### config.mk
export PLATFORM = sky130hd
export DESIGN_NAME = vga_fb_arbiter
export DESIGN_NICKNAME = d
export VERILOG_FILES = /design/src/rtl/vga_fb_arbiter.sv
export SDC_FILE = /design/constraint.sdc
export NUM_CORES = 1
export LEC_CHECK = 0
export CAP_MARGIN = 20
export CORE_ASPECT_RATIO = 0.8
export CORE_MARGIN = 2
export CORE_UTILIZATION = 45
export DETAILED_ROUTE_END_ITERATION = 6
export MAX_ROUTING_LAYER = met4
export PLACE_DENSITY = 0.89
export SYNTH_ARGS = -nofsm -noshare
export SYNTH_HDL_FRONTEND = slang
export SYNTH_SLANG_ARGS = --single-unit
### constraint.sdc
create_clock -name clk -period 7.6 [get_ports clk]
set_input_delay 1.14 -clock clk [delete_from_list [all_inputs] [get_ports clk]]
set_output_delay 1.14 -clock clk [all_outputs]
set_load 0.1 [all_outputs]
### src/rtl/vga_fb_arbiter.sv
// vga_fb_arbiter: shares one single-port, two-cycle-latency framebuffer RAM
// between the fixed-schedule video pixel fetch (absolute priority) and a
// req/ack CPU load/store port. The fetched color leaves together with the
// pixel/line counters delayed by the same three clocks, so the downstream
// output stage sees aligned color and position.
module vga_fb_arbiter #(
  parameter int unsigned FB_W     = 160,
  parameter int unsigned FB_H     = 120,
  parameter int unsigned H_ACTIVE = 640,
  parameter int unsigned V_ACTIVE = 480,
  parameter int unsigned FB_SIZE  = FB_W * FB_H
) (
  input  logic        clk,
  input  logic        reset,
  input  logic        enable,
  input  logic [9:0]  pixel_counter,
  input  logic [8:0]  line_counter,
  input  logic        cpu_req,
  input  logic        cpu_we,
  input  logic [14:0] cpu_addr,
  input  logic [7:0]  cpu_wdata,
  output logic        cpu_ack,
  output logic [7:0]  cpu_rdata,
  output logic [14:0] ram_addr,
  output logic        ram_we,
  output logic [7:0]  ram_wdata,
  input  logic [7:0]  ram_rdata,
  output logic [7:0]  color_out,
  output logic [9:0]  pixel_out,
  output logic [8:0]  line_out
);

  localparam logic [9:0]  H_END     = 10'(H_ACTIVE);
  localparam logic [8:0]  V_END     = 9'(V_ACTIVE);
  localparam logic [6:0]  FB_ROWS   = 7'(FB_H);
  localparam logic [14:0] FB_STRIDE = 15'(FB_W);
  localparam logic [14:0] FB_END    = 15'(FB_SIZE);

  typedef enum logic [1:0] {
    IDLE,
    ISSUED,
    DATA,
    ACK
  } state_t;

  state_t      state;
  logic        in_active;
  logic        slot;
  logic [14:0] line_blk;
  logic [14:0] video_addr;
  logic        cpu_in_range;
  logic        in_range_q;
  logic        we_q;

  // Tagged delay pipeline: counters plus "visible" and "fetch issued" tags.
  logic [9:0]  d0_pixel;
  logic [8:0]  d0_line;
  logic        d0_act;
  logic        d0_cap;
  logic [9:0]  d1_pixel;
  logic [8:0]  d1_line;
  logic        d1_act;
  logic        d1_cap;

  // Decode the video fetch slot, its framebuffer address and the CPU range check.
  always_comb begin
    in_active    = (pixel_counter < H_END) && (line_counter < V_END);
    // The row bound keeps fetches inside the framebuffer even if the
    // display and framebuffer geometry parameters were set inconsistently.
    slot         = enable && in_active && (pixel_counter[1:0] == 2'b00)
                   && (line_counter[8:2] < FB_ROWS);
    line_blk     = {8'b0, line_counter[8:2]};
    // Constant stride product; for 160 this reduces to (l<<7)+(l<<5).
    video_addr   = (line_blk * FB_STRIDE) + {7'b0, pixel_counter[9:2]};
    cpu_in_range = (cpu_addr < FB_END);
  end

  // Delay the counters three clocks and capture the fetched color on the
  // cycle its read data arrives; invisible or disabled positions show black.
  always_ff @(posedge clk) begin
    if (reset) begin
      d0_pixel  <= '0;
      d0_line   <= '0;
      d0_act    <= 1'b0;
      d0_cap    <= 1'b0;
      d1_pixel  <= '0;
      d1_line   <= '0;
      d1_act    <= 1'b0;
      d1_cap    <= 1'b0;
      pixel_out <= '0;
      line_out  <= '0;
      color_out <= '0;
    end else begin
      d0_pixel  <= pixel_counter;
      d0_line   <= line_counter;
      d0_act    <= enable && in_active;
      d0_cap    <= slot;
      d1_pixel  <= d0_pixel;
      d1_line   <= d0_line;
      d1_act    <= d0_act;
      d1_cap    <= d0_cap;
      pixel_out <= d1_pixel;
      line_out  <= d1_line;
      if (!enable || !d1_act) begin
        color_out <= '0;
      end else if (d1_cap) begin
        color_out <= ram_rdata;
      end
    end
  end

  // RAM port ownership and the CPU access FSM; a grant is only possible in a
  // non-slot cycle, so at most one requester loads ram_addr per clock.
  always_ff @(posedge clk) begin
    if (reset) begin
      state      <= IDLE;
      ram_addr   <= '0;
      ram_we     <= 1'b0;
      ram_wdata  <= '0;
      cpu_ack    <= 1'b0;
      cpu_rdata  <= '0;
      in_range_q <= 1'b0;
      we_q       <= 1'b0;
    end else begin
      ram_we <= 1'b0;
      if (slot) begin
        ram_addr <= video_addr;
      end
      case (state)
        IDLE: begin
          if (cpu_req && !slot) begin
            ram_addr   <= cpu_addr;
            ram_wdata  <= cpu_wdata;
            ram_we     <= cpu_we && cpu_in_range;
            in_range_q <= cpu_in_range;
            we_q       <= cpu_we;
            state      <= ISSUED;
          end
        end
        ISSUED: begin
          state <= DATA;
        end
        DATA: begin
          if (!we_q) begin
            cpu_rdata <= in_range_q ? ram_rdata : '0;
          end
          cpu_ack <= 1'b1;
          state   <= ACK;
        end
        ACK: begin
          cpu_ack <= 1'b0;
          state   <= IDLE;
        end
        default: begin
          state <= IDLE;
        end
      endcase
    end
  end

endmodule

* Yosys cells after proc, flatten, opt, wreduce, memory -nomap -nowiden
Cells that the tools add are included.
** Operators by class
- Reductions and logical operators :: 17
- Bitwise gates (word level) :: 3
- Add/subtract/negate cells :: 1
- Multipliers :: 1
- $lt $le $gt $ge :: 4
- Equal/unequal tests :: 4
- Muxes and demuxes :: 7
** Operator list (number)
- 2-to-1 mux 15 bit :: 3
- adder 15 x 8 -> 15 bit :: 1
- < comparator 15 bit (second input constant) :: 1
- < comparator 10 bit (second input constant) :: 1
- multiplier 7 x 3 -> 10 bit (second input constant) :: 1
- < comparator 9 bit (second input constant) :: 1
- 2-to-1 mux 8 bit :: 1
- one-hot mux 2 bit (4 select lines) :: 1
- < comparator 7 bit (second input constant) :: 1
- logical AND 1 bit :: 6
- equality test 2 bit (second input constant) :: 2
- logical NOT 2 bit :: 2
- AND reduction 2 bit :: 2
- logical NOT 1 bit :: 3
- inverter 1 bit :: 3
- OR reduction 3 bit :: 1
- equality test 2 x 1 -> 1 bit (second input constant) :: 1
- 2-to-1 mux 2 bit :: 1
- != test 2 bit (second input constant) :: 1
- one-hot mux 1 bit (2 select lines) :: 1
- nonzero test 2 bit :: 1
- OR reduction 2 bit :: 1
- logical OR 1 bit :: 1
** Storage, ports and cells
- Bits in registers :: 106
- Output and inout port bits :: 60
- Word-level logic and storage cells :: 56

* Depth between registers and ports, before layout
- Word-level depth :: 9
- Mapped depth :: 9

* Least setup slack after synthesis
OpenSTA, ideal clock, no wires.
- Kind :: in2reg
- Start :: input line_counter[3]
- End :: register ram_addr[13]
- Arrival :: 3308 ps
- Cell stages on the path :: 8
- Setup time :: 89 ps
- Slack :: 4203 ps
- Buffers on the path :: 0
- Cell sequence :: ha_1 > ha_1 > inv_1 > fa_1 > nand3b_1 > or3_1 > or4_1 > a311oi_2
** Between the ends
- Word-level cells in the longest chain between the ends :: 9
- Elaborated cells between the ends (all ways) :: 13
** RTL lines
- start: declaration :: RTL line 17 : input logic [8:0] line_counter,
- branches (longest 8 deep; another with adder 15 x 8 -> 15 bit)
- 2-to-1 mux 15 bit (*) :: RTL line 129 : case (state)
- end signal: assignment :: RTL line 127 : ram_addr <= video_addr;
- end signal: assignment :: RTL line 132 : ram_addr <= cpu_addr;
- end: declaration :: RTL line 24 : output logic [14:0] ram_addr,
Mark *: on every way between the ends.
A chain may end at the register's enable or synchronous reset.

* Worst setup path in the final report
- Start :: input line_counter[5]
- End :: register ram_addr[13]
The elaborated chain is that of the path after synthesis.

==> flow_summary_export.csv <==
group,metric,value,unit
clock_tree,numCtsBuffers,9,
die,initial_core_util,46.47,%
clock_tree,clock-sinks,106,
logic_synthesis,ys_types,39,
global_routing,grt_pass1_wl,14210,um
place,numPortBuffers,114,
clock_tree,cts_buffer_depth,2,
critical_path,cp_max_fo,4,
layout,areaGrowthSynthToFinish,36.05,%
layout,diodes,0,
detailed_routing,drcViolationCount,0,
logic_synthesis,synth-main-ff-cell,"dfxtp_1",
clock_tree,cts_setup_buffers,0,
die,die_x,108.7,um
logic_synthesis,synth_edf_count,0,
critical_path,worstSetupPathType,"in2reg",
die,rows,30,
timing,whs,445.8,ps
outcome,status,"finished, final reports clean",
logic_synthesis,synth_top_area_share,53.82,%
timing,setup_viol,0,
critical_path,slowest_delay,480,ps
worst_hold_path,hold_path.class,"reg2reg",
timing,finalCriticalPeriod,3737,ps
critical_path,crit_path_end_kind,"flop",
timing,tightest_slew,1027,ps
clock_tree,h-tree-depth,3,
global_routing,overflow,0,
detailed_routing,routedWlPerCell,14.72,um
detailed_routing,totalWireLength,9200,um
global_routing,grt-busiest-layer,"met2",
clock_tree,cts-resized-gates,0,
power,powerDensity,269.9,nW/um^2
layout,drive_gt1_share,4.483,%
global_routing,grt_use_met2,33.24,%
timing,finalHoldViolCount,0,
place,place.gp.congestion,0.8058,
logic_synthesis,avgSynthCellArea,9.807,um^2
logic_synthesis,async_reset_ff_share,0,%
detailed_routing,drtIter0Drc,164,
critical_path,arrival,4010,ps
clock_tree,cts_root_buf,"clkbuf_8",
detailed_routing,drtAntennaViolNets,0,
logic_synthesis,syn_nets,476,
global_routing,gr-usage-met1,24.41,%
global_routing,track_usage,19.96,%
logic_synthesis,synth-seq-cells,106,
die,core-area,8483,um^2
logic_synthesis,ys_warn_count,0,
worst_hold_path,worstHoldStart,"d0_line[3]$_SDFF_PP0_",
layout,fin_nets,582,
logic_synthesis,netlist_area,3943,um^2
logic_synthesis,syn_inst,402,
power,p_leak,2.010,nW
detailed_routing,vias,3132,
global_routing,grt_start_max_net_pins,100,
critical_path,crit_required,7880,ps
global_routing,met3_usage,5.208,%
detailed_routing,via_per_inst,5.011,
die,dieArea,9531,um^2
logic_synthesis,yosysSeqAreaShare,53.82,%
critical_path,r2r_setup_slack,5030,ps
clock_tree,cts_tree,"yes",
critical_path,crit_family,"simple AND/OR/NAND/NOR gates",
clock_tree,hold_buffers,0,
critical_path,startpoint_type,"input pin",
critical_path,reg2reg_from,"state[0]$_SDFFE_PP0P_",
critical_path,cp_cell_sequence,"clkdlybuf4s50_1, ha_1, ha_1, inv_1, fa_1, xnor2_1, nand3b_1, or3_1, or4_1, a311oi_2",
critical_path,critPathSlowestCell,"clkdlybuf4s50_1",
flow_run,cap_violations,0,
die,io_pins,115,
place,dp_hpwl,6834,um
timing,drv_slew,0,
critical_path,critPathBufInv,2,
timing,fin_crit_sh,49.16,%
critical_path,path_common_cell,"ha_1",
die,die_h,87.72,um
logic_synthesis,synth.area.top_cells,"dfxtp_1 (54%), nor2b_1 (9.8%), ha_1 (5.4%)",
detailed_routing,firstDrtPassIters,4,
clock_tree,path_clk_slew,110,ps
timing,fin_skew,11.69,ps
critical_path,startpoint,"line_counter[5]",
logic_synthesis,synth_top_area_cell,"dfxtp_1",
global_routing,grt_pass1_vias,2966,
power,vdd_ir_drop_max,0.0001896,V
timing,slew_headroom,31.32,%
timing,fin_tns_setup,0,ps
clock_tree,worstSkewPairLatency,360,ps
timing,clock.fmax,267.6,MHz
timing,rsz0062_at_grt,"false",
global_routing,antenna_found_initial,0,
[stage by stage]
step / power, mW / cell area [um^2] / std cells / setup slack, ps / util (%)
finish: 1.448 / 5364 / 625 / 3863 / 63.23
CTS: 1.460 / 5364 / 625 / 3887 / 63.23
detailed placement: 1.117 / 5157 / 609 / 3498 / 60.80
floorplan: 0.9875 / 3943 / 402 / 4203 / -
global placement: 1.105 / 5157 / 609 / 3618 / 60.80
global route: 1.518 / 5364 / 625 / 3733 / 63.23
[power by group]
group | leakage [nW] | switching [mW] | internal (mW) | total, mW
logic | 1.04 | 0.339 | 0.141 | 0.481
registers | 0.869 | 0.0247 | 0.600 | 0.625
clock network | 0.101 | 0.210 | 0.133 | 0.343
[routing by layer]
metal / share of wire (%) / vias up
li1: - / 1564
met1: 46 / 1482
met2: 48 / 78
met3: 4.7 / 8
met4: 0.89 / 0
met5: 0 / -
[logic make-up (layout without fill, tap and decap cells)]
kind of cell / Yosys count / after routing / share of synthesized area (%)
AND/OR/NAND/NOR: 174 / 174 / 23.04
flip-flops: 106 / 106 / 53.82
AO/OA/AOI/OAI: 53 / 53 / 9.172
buffers and inverters: 31 / 142 / 2.952
adder cells (fa/ha/maj): 19 / 19 / 6.411
multiplexers: 11 / 11 / 2.825
XOR/XNOR: 8 / 8 / 1.777
[Yosys cell counts, types with 2 or more instances]
master,number
and3_1,5
fa_1,2
a21oi_1,22
a311oi_1,8
nor2b_1,62
dfxtp_1,106
ha_1,17
nor3_1,5
nand4_1,3
mux2i_1,10
o21ai_0,2
a211oi_1,10
a221oi_1,2
nor3b_1,2
o31ai_1,2
nand3_1,19
nor2_1,31
nand3b_1,2
inv_1,10
xnor2_1,7
nand2b_1,3
nand2_1,35
clkbuf_1,21
[flip-flops by register name (all words and copies together), names as in the netlist]
name,flops
pixel_out,10
d1_pixel,10
state,2
d1_cap,1
d0_act,1
line_out,9
color_out,8
ram_we,1
ram_wdata,8
d0_line,9
we_q,1
cpu_ack,1
cpu_rdata,8
d1_act,1
d0_cap,1
d0_pixel,10
ram_addr,15
d1_line,9
in_range_q,1
[placed cells by master, fill, tap and decap left out, types with 3 or more instances in the layout]
master	Yosys	routed
nor2b_1	62	62
a21oi_1	22	22
a311oi_1	8	8
mux2i_1	10	10
dfxtp_1	106	106
inv_1	10	10
buf_4	0	3
nor3_1	5	5
nand2b_1	3	3
xnor2_1	7	7
nand3_1	19	19
clkbuf_8	0	9
nand4_1	3	3
nand2_1	35	35
nor2_1	31	31
inv_8	0	3
clkdlybuf4s50_1	0	113
and3_1	5	5
ha_1	17	17
a211oi_1	10	10
[layout make-up]
class / instances / area, um^2
Clock buffer: 9 / 123.9
Tap cell: 112 / 140.1
Inverter: 10 / 37.54
Fill cell: 707 / 3119
Timing Repair Buffer: 116 / 1154
Sequential cell: 106 / 2122
Multi-Input combinational cell: 265 / 1704
Clock inverter: 7 / 82.58
[worst register-to-register path: stages (launching register included)]
cell,delay (ps)
dfxtp_1,340
inv_1,120
ha_1,530
nand2_1,540
nor2b_1,690
nand2_1,120
a21oi_1,160
[worst paths after layout]
path                                to  cells after the start
min reg2reg      d1_line[3]$_SDFF_PP0_                      1
max            ram_addr[13]$_SDFF_PP0_                     10
min              d1_line[3]$_SDFF_PP0_                      1
max reg2reg  ram_wdata[6]$_SDFFE_PP0P_                      6
No activity file was read; power rests on OpenSTA's default activity.
